===== src/rtl/err_test_pkg.sv =====
// ---------------------------------------------------------------------------
// err_test_pkg
// Shared definitions for the err_test_ctrl run controller:
//   - state_e : FSM state encoding (also driven out on the 'state' port)
//   - BYTE_W  : width of the GMII/MAC receive byte
//   - CNT_W   : width of the detect_errors counters and result registers
// ---------------------------------------------------------------------------
package err_test_pkg;

    localparam int BYTE_W  = 8;
    localparam int CNT_W   = 32;
    localparam int STATE_W = 3;

    typedef enum logic [STATE_W-1:0] {
        ST_IDLE  = 3'd0,
        ST_CLEAR = 3'd1,
        ST_ARM   = 3'd2,
        ST_RUN   = 3'd3,
        ST_DRAIN = 3'd4,
        ST_HOLD  = 3'd5,
        ST_DONE  = 3'd6
    } state_e;

endpackage


===== src/rtl/pkt_gate.sv =====
// ---------------------------------------------------------------------------
// pkt_gate
// Whole-packet gate between the MAC receive stream and detect_errors.
// A packet may only be let through if the gate is enabled on its first byte
// (the rising edge of rx_en); once open, the gate stays open until rx_en
// falls, so packets are never cut or joined mid-stream.
//
// Ports:
//   clk_i, rst_i   clock and synchronous active-high reset
//   enable_i       FSM allows a new packet to open the gate this cycle
//   rx_en_i        byte-valid from MAC
//   rx_data_i      byte from MAC
//   rx_en_o        registered, gated byte-valid (1 cycle latency)
//   rx_data_o      registered, gated byte (0 when rx_en_o is 0)
//   gate_open_o    a byte is passing through the gate this cycle
//   start_fwd_o    pulse: a packet start edge opened the gate this cycle
//   rx_start_o     pulse: raw packet start edge, whether forwarded or not
// ---------------------------------------------------------------------------
module pkt_gate
    import err_test_pkg::*;
(
    input  logic              clk_i,
    input  logic              rst_i,
    input  logic              enable_i,
    input  logic              rx_en_i,
    input  logic [BYTE_W-1:0] rx_data_i,
    output logic              rx_en_o,
    output logic [BYTE_W-1:0] rx_data_o,
    output logic              gate_open_o,
    output logic              start_fwd_o,
    output logic              rx_start_o
);

    logic              prev_en_q;
    logic              en_out_q;
    logic [BYTE_W-1:0] data_out_q;
    logic              pass;

    // The registered output valid doubles as the "gate was open last cycle"
    // state: a byte keeps passing while the previous one passed and rx_en
    // is still high, or when a new packet starts while enabled.
    assign rx_start_o  = rx_en_i & ~prev_en_q;
    assign start_fwd_o = rx_start_o & enable_i;
    assign pass        = rx_en_i & (en_out_q | start_fwd_o);
    assign gate_open_o = pass;

    always_ff @(posedge clk_i) begin
        if (rst_i) begin
            prev_en_q  <= 1'b0;
            en_out_q   <= 1'b0;
            data_out_q <= '0;
        end else begin
            prev_en_q  <= rx_en_i;
            en_out_q   <= pass;
            data_out_q <= pass ? rx_data_i : '0;
        end
    end

    assign rx_en_o   = en_out_q;
    assign rx_data_o = data_out_q;

endmodule


===== src/rtl/err_test_ctrl.sv =====
// ---------------------------------------------------------------------------
// err_test_ctrl
// Run controller for the detect_errors receive-side error counter. A run
// resets the detector, waits for an inter-packet gap, forwards exactly
// PKT_TARGET whole packets, lets the detector settle and latches its totals.
//
// Ports:
//   clk, rst                 clock, synchronous active-high reset
//   start, abort             one-cycle run control pulses
//   rx_en_in, rx_data_in     MAC receive stream
//   rx_en_out, rx_data_out   gated stream to detect_errors (1 cycle latency)
//   det_rst                  detect_errors reset (also high during rst)
//   det_count, det_ok        detect_errors totals
//   pkt_fwd                  packets forwarded this run (saturates)
//   result_count/ok/err      latched run totals, err = count - ok
//   busy, done, aborted      run status; done pulses on entry to DONE
//   state                    current FSM state
//
// Build option: define RUN_TIMEOUT_EN to add an idle-gap watchdog that ends
// the run (aborted, partial results latched) after TIMEOUT_CYCLES without a
// packet start in ARM or RUN. Without it TIMEOUT_CYCLES is unused.
// CLEAR_CYCLES and SETTLE_CYCLES must both be at least 1.
// ---------------------------------------------------------------------------
module err_test_ctrl
    import err_test_pkg::*;
#(
    parameter int PKT_TARGET     = 300,
    parameter int CLEAR_CYCLES   = 2,
    parameter int SETTLE_CYCLES  = 4,
    parameter int TIMEOUT_CYCLES = 1000000
) (
    input  logic              clk,
    input  logic              rst,
    input  logic              start,
    input  logic              abort,
    input  logic              rx_en_in,
    input  logic [BYTE_W-1:0] rx_data_in,
    output logic              rx_en_out,
    output logic [BYTE_W-1:0] rx_data_out,
    output logic              det_rst,
    input  logic [CNT_W-1:0]  det_count,
    input  logic [CNT_W-1:0]  det_ok,
    output logic [15:0]       pkt_fwd,
    output logic [CNT_W-1:0]  result_count,
    output logic [CNT_W-1:0]  result_ok,
    output logic [CNT_W-1:0]  result_err,
    output logic              busy,
    output logic              done,
    output logic              aborted,
    output logic [2:0]        state
);

    localparam logic [15:0]      TARGET      = 16'(PKT_TARGET);
    localparam logic [CNT_W-1:0] CLEAR_LAST  = CNT_W'(CLEAR_CYCLES - 1);
    localparam logic [CNT_W-1:0] SETTLE_LAST = CNT_W'(SETTLE_CYCLES - 1);

    state_e           state_q, state_d;
    logic [15:0]      pkt_fwd_q, pkt_fwd_d;
    logic [CNT_W-1:0] cnt_q, cnt_d;
    logic [CNT_W-1:0] res_count_q, res_count_d;
    logic [CNT_W-1:0] res_ok_q, res_ok_d;
    logic             aborted_q, aborted_d;
    logic             done_q;

    logic             gate_en;
    logic             gate_open;
    logic             start_fwd;
    logic             rx_start;
    logic             timeout_hit;

    // New packets may only open the gate while the run is collecting.
    assign gate_en = (state_q == ST_RUN);

    pkt_gate u_gate (
        .clk_i       (clk),
        .rst_i       (rst),
        .enable_i    (gate_en),
        .rx_en_i     (rx_en_in),
        .rx_data_i   (rx_data_in),
        .rx_en_o     (rx_en_out),
        .rx_data_o   (rx_data_out),
        .gate_open_o (gate_open),
        .start_fwd_o (start_fwd),
        .rx_start_o  (rx_start)
    );

`ifdef RUN_TIMEOUT_EN
    localparam logic [CNT_W-1:0] WD_LAST = CNT_W'(TIMEOUT_CYCLES - 1);
    logic [CNT_W-1:0] wd_q, wd_d;

    // Watchdog measures the gap since the last packet start (or since the
    // run was armed); it saturates so it can never wrap into a false restart.
    always_comb begin
        wd_d = wd_q;
        if (rx_start || (state_d == ST_ARM && state_q != ST_ARM)) begin
            wd_d = '0;
        end else if (wd_q != WD_LAST) begin
            wd_d = wd_q + 1;
        end
    end

    always_ff @(posedge clk) begin
        if (rst) begin
            wd_q <= '0;
        end else begin
            wd_q <= wd_d;
        end
    end

    assign timeout_hit = (wd_q == WD_LAST) && !rx_start;
`else
    logic unused_wd;
    assign unused_wd   = ^{rx_start, 32'(TIMEOUT_CYCLES)};
    assign timeout_hit = 1'b0;
`endif

    // Run sequencing. cnt_q is shared by CLEAR and HOLD and returns to zero
    // whenever it is not being advanced, so each of those states starts
    // counting from zero on entry.
    always_comb begin
        state_d     = state_q;
        pkt_fwd_d   = pkt_fwd_q;
        cnt_d       = '0;
        res_count_d = res_count_q;
        res_ok_d    = res_ok_q;
        aborted_d   = aborted_q;
        case (state_q)
            ST_IDLE, ST_DONE: begin
                if (start) begin
                    pkt_fwd_d = '0;
                    aborted_d = 1'b0;
                    state_d   = ST_CLEAR;
                end
            end
            ST_CLEAR: begin
                if (abort) begin
                    aborted_d = 1'b1;
                    state_d   = ST_DONE;
                end else if (cnt_q == CLEAR_LAST) begin
                    state_d = ST_ARM;
                end else begin
                    cnt_d = cnt_q + 1;
                end
            end
            ST_ARM: begin
                if (abort) begin
                    aborted_d = 1'b1;
                    state_d   = ST_DONE;
                end else if (timeout_hit) begin
                    aborted_d = 1'b1;
                    state_d   = ST_HOLD;
                end else if (!rx_en_in) begin
                    state_d = ST_RUN;
                end
            end
            ST_RUN: begin
                if (start_fwd) begin
                    if (pkt_fwd_q != TARGET) begin
                        pkt_fwd_d = pkt_fwd_q + 16'd1;
                    end
                    if (pkt_fwd_q + 16'd1 == TARGET) begin
                        state_d = ST_DRAIN;
                    end
                end
                if (abort) begin
                    aborted_d = 1'b1;
                    state_d   = ST_DRAIN;
                end else if (timeout_hit) begin
                    aborted_d = 1'b1;
                    state_d   = ST_HOLD;
                end
            end
            ST_DRAIN: begin
                if (abort) begin
                    aborted_d = 1'b1;
                end
                if (!gate_open) begin
                    state_d = ST_HOLD;
                end
            end
            ST_HOLD: begin
                if (cnt_q == SETTLE_LAST) begin
                    res_count_d = det_count;
                    res_ok_d    = det_ok;
                    state_d     = ST_DONE;
                end else begin
                    cnt_d = cnt_q + 1;
                end
            end
            default: begin
                state_d = ST_IDLE;
            end
        endcase
    end

    // State and run registers; done is a registered pulse on DONE entry.
    always_ff @(posedge clk) begin
        if (rst) begin
            state_q     <= ST_IDLE;
            pkt_fwd_q   <= '0;
            cnt_q       <= '0;
            res_count_q <= '0;
            res_ok_q    <= '0;
            aborted_q   <= 1'b0;
            done_q      <= 1'b0;
        end else begin
            state_q     <= state_d;
            pkt_fwd_q   <= pkt_fwd_d;
            cnt_q       <= cnt_d;
            res_count_q <= res_count_d;
            res_ok_q    <= res_ok_d;
            aborted_q   <= aborted_d;
            done_q      <= (state_d == ST_DONE) && (state_q != ST_DONE);
        end
    end

    assign det_rst      = rst | (state_q == ST_CLEAR);
    assign busy         = (state_q != ST_IDLE) && (state_q != ST_DONE);
    assign done         = done_q;
    assign aborted      = aborted_q;
    assign state        = state_q;
    assign pkt_fwd      = pkt_fwd_q;
    assign result_count = res_count_q;
    assign result_ok    = res_ok_q;
    assign result_err   = res_count_q - res_ok_q;

endmodule


===== config.mk =====
export PLATFORM = sky130hd
export DESIGN_NAME = err_test_ctrl
export DESIGN_NICKNAME = d
export VERILOG_FILES = /design/src/rtl/err_test_pkg.sv /design/src/rtl/pkt_gate.sv /design/src/rtl/err_test_ctrl.sv
export SDC_FILE = /design/constraint.sdc
export NUM_CORES = 1
export LEC_CHECK = 0
export CORE_MARGIN = 2
export CORE_UTILIZATION = 30
export CTS_BUF_LIST = sky130_fd_sc_hd__clkbuf_8
export DETAILED_ROUTE_END_ITERATION = 12
export GPL_ROUTABILITY_DRIVEN = 0
export GPL_TIMING_DRIVEN = 0
export PLACE_DENSITY = 0.6
export RECOVER_POWER = 50
export SKIP_CTS_REPAIR_TIMING = 1
export SYNTH_ARGS = -nofsm -noshare
export SYNTH_HDL_FRONTEND = slang
export SYNTH_SLANG_ARGS = --single-unit
export TNS_END_PERCENT = 30

===== constraint.sdc =====
create_clock -name clk -period 6.3 [get_ports clk]
set_input_delay 0.945 -clock clk [delete_from_list [all_inputs] [get_ports clk]]
set_output_delay 0.945 -clock clk [all_outputs]
set_load 0.01 [all_outputs]

==> metrics.yaml, run 1 <==
synth_commonest_cells: "nand2_1, dfxtp_1, a21oi_1"
cp_slowest_cell: "clkdlybuf4s50_1"
crit_path_end_kind: "primary output"
cap_violations: 0
pwr_density_cell_mw_per_mm2: 176
synth_ff_type: "dfxtp_1"
finalHoldViolCount: 0
finalSetupTns_ns: 0
synth_cell_types: 73
synthMuxAreaShare: 0.00449
cts_htree_levels: 4
synth.most_common_cell: "nand2_1"
yosys_register_bits: 127
first_pass_iters: 7
area.growth.synth_to_final_pct: 39.7
drtIter0Drc: 456
clock_sinks: 127
cpPeakStageDelay_ns: 0.57
dpl.hpwl_mm: 16.7
slew_headroom: 0.259
status: "finished clean"
crit_fanout: 3
grt.total_usage: 0.177
grt_pass1_vias: 6590
clk_path_buf_depth: 2
yosysTopAreaCell: "dfxtp_1"
leakage_nw: 3.79
antenna_found_initial: 0
final-setup-viol-count: 0
postRouteAntennaNets: 0
synth_fp_nets: 1012
synth-simple-area-share: 0.252
die_w_um: 156
io_pins: 205
synth_top_family_by_area: "simple AND/OR/NAND/NOR gates"
critPathTopFamily: "compound AO/OA/AOI/OAI gates"
drv_slew: 0
cts_buffers: 17
synth_xor_area_frac: 0.0766
worstSetupPathType: "reg2out"
wire_per_inst_um: 15.3
synth.area.top_cells: "dfxtp_1, nand2_1, a21oi_1, ha_1, xnor2_1"
post-place-ws_ns: 1.92
yosysSeqAreaShare: 0.365
period_minus_slack_ns: 4.75
synth_top_area_frac: 0.365
syn_area_per_cell_um2: 7.75
grt_max_degree: 17
antenna_cells: 0
viasPerCell: 4.91
grt_setup_unrepaired: "no"
grt_first_pass_wirelength_mm: 34.1
clkTransAtPathRegs_ns: 0.08
worst_slew_pin_slew_ns: 1.10
die_h_um: 156
core_area_mm2: 0.0227
rows: 55
hold_class: "reg2reg"
vias: 6961
cp-start-kind: "flip-flop"
port_buffers: 203
dieArea_mm2: 0.0245
synth_cells: 899
yosysWarnings: 0
fillers: 2326
cts_tree: "built"
grt.overflow.total: 0
synthAdderAreaFrac: 0.0657
setup_ws_ns: 1.55
path_buf_inv: 2
fin_skew_ns: 0.0151
postSynth.asyncResetShare: 0
drc: 0
clk_latency_ns: 0.45
root_buffer: "clkbuf_8"
peakVddDrop_uv: 133
period_share: 0.754
drive_gt1_frac: 0.0564
synth-compound-area-share: 0.181
arrival_ns: 3.81
path_cells: "inv_1, ha_1, fa_1, nor2b_1, o211ai_1, a211o_1, a21oi_2, o21ai_1, a31oi_2, a221o_1, xor2_1, clkdlybuf4s50_1"
synthesis.area_mm2: 0.00697
synth_edf_count: 0
num-nets-final: 1234
initial_core_util: 0.307
fmax_mhz: 210
finalWirelength_mm: 21.7
crit_required_ns: 5.35
[cell usage in the layout (no fill, tap or decap), drive strengths merged, types with 20 or more instances in the layout]
master           n
a21oi          110
inv             56
clkdlybuf4s50  124
nor2            77
clkbuf          46
nand2          162
nand4           20
ha              35
xnor2           37
dlygate4sd3     79
nand3           28
o21ai           36
xor2            24
dfxtp          127
[layout make-up]
class,instances,area [µm²],share of cell area
Multi-Input combinational cell,678,4040,0.415
Sequential cell,127,2540,0.261
Timing Repair Buffer,203,2030,0.209
Tap cell,285,357,0.0366
Clock buffer,19,262,0.0268
Inverter,54,203,0.0208
Buffer,40,183,0.0188
Clock inverter,13,123,0.0126
[sequential cells by signal, summed over array words and instances (netlist names)]
signal,cells
aborted,1
u_gate.prev_en_q,1
cnt_q,32
done,1
result_ok,32
pkt_fwd,16
result_count,32
u_gate.rx_en_o,1
u_gate.rx_data_o,8
state,3
[routing by layer]
layer | up-vias | global-route usage | part of all wire
li1 | 3538 | - | -
met1 | 3227 | 0.231 | 0.47
met2 | 180 | 0.290 | 0.46
met3 | 16 | 0.0476 | 0.059
met4 | 0 | 0.0433 | 0.0091
met5 | - | 0 | 0
[cell families (layout without fill, tap and decap cells)]
| logic type | after synthesis | in the layout |
|---|---|---|
| AND/OR/NAND/NOR | 369 | 369 |
| adder cells (fa/ha/maj) | 36 | 36 |
| flip-flops | 127 | 127 |
| multiplexers | 3 | 3 |
| buffers and inverters | 94 | 329 |
| AO/OA/AOI/OAI | 209 | 209 |
| XOR/XNOR | 61 | 61 |
[tightest hold or removal path: stages, from the launching register on]
cell and delay [ns]:
dfxtp_1 0.32, nand2_1 0.06, a21oi_1 0.05
[path summary, 6_finish.rpt]
kind / start / endpoint / slack [ns] / depth (start not counted)
min: result_ok[19]$_SDFFE_PP0P_ / result_ok[19]$_SDFFE_PP0P_ / 0.47 / 2
min reg2reg: result_ok[19]$_SDFFE_PP0P_ / result_ok[19]$_SDFFE_PP0P_ / 0.47 / 2
max: result_count[0]$_SDFFE_PP0P_ / result_err[30] / 1.55 / 12
max reg2reg: pkt_fwd[0]$_SDFFE_PP0P_ / pkt_fwd[8]$_SDFFE_PP0P_ / 3.65 / 10
[per-stage QoR]
stage	cells	cell area, µm²	utilization	hold slack (ns)	power [W]
floorplan	899	6970	-	0.441	0.000924
global placement	1387	9360	0.412	0.457	0.00103
detailed placement	1387	9360	0.412	0.464	0.00103
CTS	1419	9740	0.429	0.474	0.00174
global route	1419	9740	0.429	0.482	0.00179
finish	1419	9740	0.429	0.473	0.00172
[power breakdown]
group          total (W)  leakage, nW  switching (W)  internal [W]
Clock           0.000706        0.196       0.000341      0.000365
Combinational   0.000190         2.57      0.0000999     0.0000898
Sequential      0.000822         1.02      0.0000113      0.000811
Total            0.00172         3.79       0.000452       0.00127
Power figures use the tool's default switching activity.
==> inputs of run 2 (changes only) <==
==> constraint.sdc (replaced) <==
create_clock -name clk -period 4.8 [get_ports clk]
set_input_delay 0.72 -clock clk [delete_from_list [all_inputs] [get_ports clk]]
set_output_delay 0.72 -clock clk [all_outputs]
set_load 0.01 [all_outputs]
==> run 2 against run 1 <==
Compared with the run above:
- combinational power rose by 30%
- hold slack barely moved
- sequential power rose by 31%
==> metrics.yaml, run 2 (synthesized netlist as in run 1, its figures left out) <==
whs_ns: 0.473
cp_slowest_cell: "clkdlybuf4s50_1"
fmax_mhz: 221
status: "finished clean"
die_h_um: 156
crit_fanout: 3
worstSetupPathType: "reg2out"
dpl.hpwl_mm: 16.7
wire_per_inst_um: 15.3
final-setup-viol-count: 0
slew_headroom: 0.286
postRouteAntennaNets: 0
drc: 0
met3_usage: 0.0476
hold_start: "result_ok[19]$_SDFFE_PP0P_"
cts_htree_levels: 4
die_w_um: 156
clock_sinks: 127
port_buffers: 203
clkTransAtPathRegs_ns: 0.08
num-nets-final: 1235
grt.overflow.total: 0
clk_latency_ns: 0.45
rrSetupSlack_ns: 2.18
initial_core_util: 0.307
grt.total_usage: 0.177
area.growth.synth_to_final_pct: 39.8
cap_violations: 0
period_share: 0.943
finalSetupTns_ns: 0
use_met1: 0.231
pwr_density_cell_mw_per_mm2: 231
dieArea_mm2: 0.0245
use_met2: 0.290
rows: 55
clk_path_buf_depth: 2
fillers: 2328
antenna_cells: 0
arrival_ns: 3.81
drtIter0Drc: 414
root_buffer: "clkbuf_8"
cp-start-kind: "flip-flop"
grt_max_degree: 17
peakVddDrop_uv: 175
grt_first_pass_wirelength_mm: 34.1
first_pass_iters: 5
grt_setup_unrepaired: "no"
leakage_nw: 3.85
finalHoldViolCount: 0
final_cell_mix: "nand2_1, dfxtp_1, clkdlybuf4s50_1, a21oi_1, dlygate4sd3_1"
crit_path_end_kind: "primary output"
io_pins: 205
antenna_found_initial: 0
core_area_mm2: 0.0227
final_common_cell: "nand2_1"
cts_tree: "built"
critPathTopFamily: "compound AO/OA/AOI/OAI gates"
period_minus_slack_ns: 4.53
drv_slew: 0
worst_slew_pin_slew_ns: 1.06
hold_class: "reg2reg"
grt.busiest_layer: "met2"
vias: 6945
fin_skew_ns: 0.0140
crit_required_ns: 4.08
reg2reg_from: "pkt_fwd[0]$_SDFFE_PP0P_"
path_buf_inv: 2
grt_pass1_vias: 6590
finalWirelength_mm: 21.7
total_power_w: 0.00225
crit_start: "result_count[0]$_SDFFE_PP0P_"
drive_gt1_frac: 0.0581
path_cells: "inv_1, ha_1, fa_1, nor2b_2, o211ai_1, a211o_1, a21oi_2, o21ai_1, a31oi_2, a221o_1, xor2_1, clkdlybuf4s50_1"
cpPeakStageDelay_ns: 0.57
viasPerCell: 4.89
cts_buffers: 17
[run 2: cell count changes in the layout (fill, tap and decap cells not counted)]
cell,previous run,this run
clkdlybuf4s50_1,124,109
buf_2,11,12
nor4_1,11,12
nor2b_1,9,8
buf_4,0,1
nor4_2,3,2
nor2b_2,0,1
dlygate4sd3_1,79,94
clkbuf_1,27,26
[run 2: worst paths after layout]
check	to	depth (start not counted)
hold / removal	result_ok[19]$_SDFFE_PP0P_	2
setup reg to reg	pkt_fwd[8]$_SDFFE_PP0P_	10
setup / recovery	result_err[30]	12
hold reg to reg	result_ok[19]$_SDFFE_PP0P_	2
[run 2: layer usage]
| layer | vias up | routed length [µm] |
|---|---|---|
| met5 | - | 0 |
| met4 | 0 | 197 |
| met3 | 16 | 1370 |
| met2 | 175 | 10100 |
| met1 | 3219 | 10100 |
| li1 | 3535 | - |
[run 2: layout make-up]
cell class | instances | area, µm² | share of cell area
Inverter | 54 | 203 | 0.0208
Timing Repair Buffer | 204 | 2040 | 0.209
Sequential cell | 127 | 2540 | 0.261
Multi-Input combinational cell | 678 | 4040 | 0.414
Tap cell | 285 | 357 | 0.0366
Clock buffer | 19 | 262 | 0.0268
Buffer | 40 | 184 | 0.0189
Clock inverter | 13 | 123 | 0.0126
[run 2: metrics by stage]
step,cells,utilization,worst slack [ns],cell area (µm²)
5_1_grt,1420,0.429,0.000751,9740
3_5_place_dp,1387,0.412,0.640,9360
3_3_place_gp,1387,0.412,0.663,9360
4_1_cts,1419,0.429,0.131,9740
2_1_floorplan,899,-,1.56,6970
6_report,1420,0.429,0.272,9740
[run 2: power breakdown]
group	leakage [nW]	internal [W]	switching [W]
Clock	0.196	0.000479	0.000446
Combinational	2.63	0.000116	0.000130
Sequential	1.02	0.00106	0.0000148
[run 2: worst reg2reg max path, stage by stage, from the launching register on]
cell and delay [ns]:
dfxtp_1 0.46, inv_1 0.08, ha_1 0.19, nor3b_1 0.14, a41oi_1 0.26, o21ai_0 0.13, a22oi_1 0.13, o21ai_0 0.40
and2b_1 0.45, o21ai_1 0.17, o31ai_1 0.08
==> inputs of run 3 (changes only) <==
--- a/config.mk
+++ b/config.mk
@@ -11,7 +11,7 @@
 export DETAILED_ROUTE_END_ITERATION = 12
 export GPL_ROUTABILITY_DRIVEN = 0
 export GPL_TIMING_DRIVEN = 0
-export PLACE_DENSITY = 0.6
+export PLACE_DENSITY = 0.58
 export RECOVER_POWER = 50
 export SKIP_CTS_REPAIR_TIMING = 1
 export SYNTH_ARGS = -nofsm -noshare
==> run 3 against run 2 <==
Compared with the run above:
- clock skew rose by 0.0011 ns
- die area unchanged
- global-route usage rose by 0.13 points
- maximum frequency increased by 0.35%
- sequential power about the same
- combinational power about the same
- utilization increased by 0.33 points
- critical endpoint is now result_err[28]
==> metrics.yaml, run 3 (synthesized netlist as in run 1, its figures left out) <==
status: "finished clean"
hold_end: "result_ok[28]$_SDFFE_PP0P_"
path_cells: "inv_1, ha_1, fa_1, nor2b_2, o211ai_1, a211o_1, a21oi_2, o21ai_1, a31oi_2, mux2i_1, o2111ai_1, clkdlybuf4s50_1"
multi_input_area_mm2: 0.00404
antenna_cells: 0
num-nets-final: 1235
rows: 55
fillers: 2321
final_cells: 1420
seq_area_mm2: 0.00254
p_switching_w: 0.000595
io_pins: 205
core_area_mm2: 0.0227
hold_start: "result_ok[28]$_SDFFE_PP0P_"
crit_required_ns: 4.08
drc: 0
die_w_um: 156
crit_path_end_kind: "primary output"
clock_sinks: 127
reg2reg_from: "pkt_fwd[0]$_SDFFE_PP0P_"
worst_slew_pin_slew_ns: 1.15
final-setup-viol-count: 0
r2r_end: "pkt_fwd[8]$_SDFFE_PP0P_"
place_inst: 1387
drive_gt1_frac: 0.0581
fin_skew_ns: 0.0151
comb_power_share: 0.103
grt.total_usage: 0.178
finalHoldViolCount: 0
finalWirelength_mm: 22.2
cp-start-kind: "flip-flop"
fin_util: 0.432
hold_class: "reg2reg"
swShare: 0.249
arrival_ns: 3.79
finalSetupTns_ns: 0
cts_htree_levels: 4
clkTransAtPathRegs_ns: 0.07
p_int_w: 0.00180
pwr_density_cell_mw_per_mm2: 244
grt_max_degree: 17
cpPeakStageDelay_ns: 0.52
cp_slowest_cell: "clkdlybuf4s50_1"
worstSetupPathType: "reg2out"
cts_tree: "built"
fmax_mhz: 222
viasPerCell: 4.88
postRouteAntennaNets: 0
crit_fanout: 3
dpl.hpwl_mm: 17.1
slew_headroom: 0.227
final_common_cell: "nand2_1"
grt_first_pass_wirelength_mm: 34.5
clkPwrFrac: 0.446
cts_buffers: 17
clk_path_buf_depth: 2
first_pass_iters: 5
rrSetupSlack_ns: 2.11
die_h_um: 156
cap_violations: 0
leakage_nw: 3.90
grt_setup_unrepaired: "no"
period_minus_slack_ns: 4.51
initial_core_util: 0.307
peakVddDrop_uv: 163
period_share: 0.940
antenna_found_initial: 0
clk_latency_ns: 0.44
ff2ff_path_depth: 10
seq_power_share: 0.451
port_buffers: 203
final_cell_mix: "nand2_1, dfxtp_1, clkdlybuf4s50_1, a21oi_1, dlygate4sd3_1"
area.growth.synth_to_final_pct: 40.8
root_buffer: "clkbuf_8"
drtIter0Drc: 308
wire_per_inst_um: 15.6
vias: 6931
grt_pass1_vias: 6489
dieArea_mm2: 0.0245
min_path_cells: 2
grt.overflow.total: 0
drv_slew: 0
run 3: cell types whose count changed in the layout (fill, tap and decap cells not counted), sizes merged:
cell           delta
clkinv            -4
clkbuf            +3
bufinv            +2
clkdlybuf4s50     -1
buf               -1
dlymetal6s2s      +1
run 3: area by class of cell:
type	count	share of cell area
Buffer	40	0.0186
Clock buffer	21	0.0294
Clock inverter	11	0.0166
Inverter	54	0.0206
Multi-Input combinational cell	678	0.412
Sequential cell	127	0.259
Tap cell	285	0.0363
Timing Repair Buffer	204	0.208
run 3: critical path: cells and delay by family, from the launching register on:
kind	cells	cell delay [ns]
adders and majority gates	2	0.65
buffers and inverters	2	0.57
and+or+nand+nor	1	0.16
AOI/OAI and AO/OA	6	1.39
DFF	1	0.36
muxes	1	0.22
run 3: worst max path at each step:
stage                                             from             end  cells after the start
after floorplan           result_count[0]$_SDFFE_PP0P_  result_err[30]                     11
after global placement    result_count[0]$_SDFFE_PP0P_  result_err[30]                     12
after detailed placement  result_count[0]$_SDFFE_PP0P_  result_err[30]                     12
after CTS                 result_count[0]$_SDFFE_PP0P_  result_err[30]                     12
after global routing      result_count[0]$_SDFFE_PP0P_  result_err[28]                     12
final                     result_count[0]$_SDFFE_PP0P_  result_err[28]                     12
run 3: stage by stage:
step / power (W) / setup slack [ns] / area (µm²) / hold WS [ns]
after global routing: 0.00249 / 0.00761 / 9820 / 0.483
after floorplan: 0.00121 / 1.56 / 6970 / 0.441
after detailed placement: 0.00135 / 0.644 / 9360 / 0.463
after global placement: 0.00136 / 0.651 / 9360 / 0.455
final: 0.00239 / 0.288 / 9820 / 0.466
after CTS: 0.00243 / 0.136 / 9810 / 0.473
run 3: power by group through the flow:
stage               logic, W  registers, W  clock network [W]
floorplan           0.000109       0.00110                  0
global placement    0.000251       0.00110                  0
detailed placement  0.000250       0.00110                  0
CTS                 0.000252       0.00108            0.00110
global route        0.000266       0.00108            0.00114
finish              0.000246       0.00108            0.00107
run 3: layer usage:
| layer | global-route usage | vias up | part of all wire |
|---|---|---|---|
| li1 | - | 3534 | - |
| met1 | 0.233 | 3183 | 0.46 |
| met2 | 0.297 | 199 | 0.46 |
| met3 | 0.0462 | 15 | 0.065 |
| met4 | 0.0376 | 0 | 0.0097 |
| met5 | 0 | - | 0 |
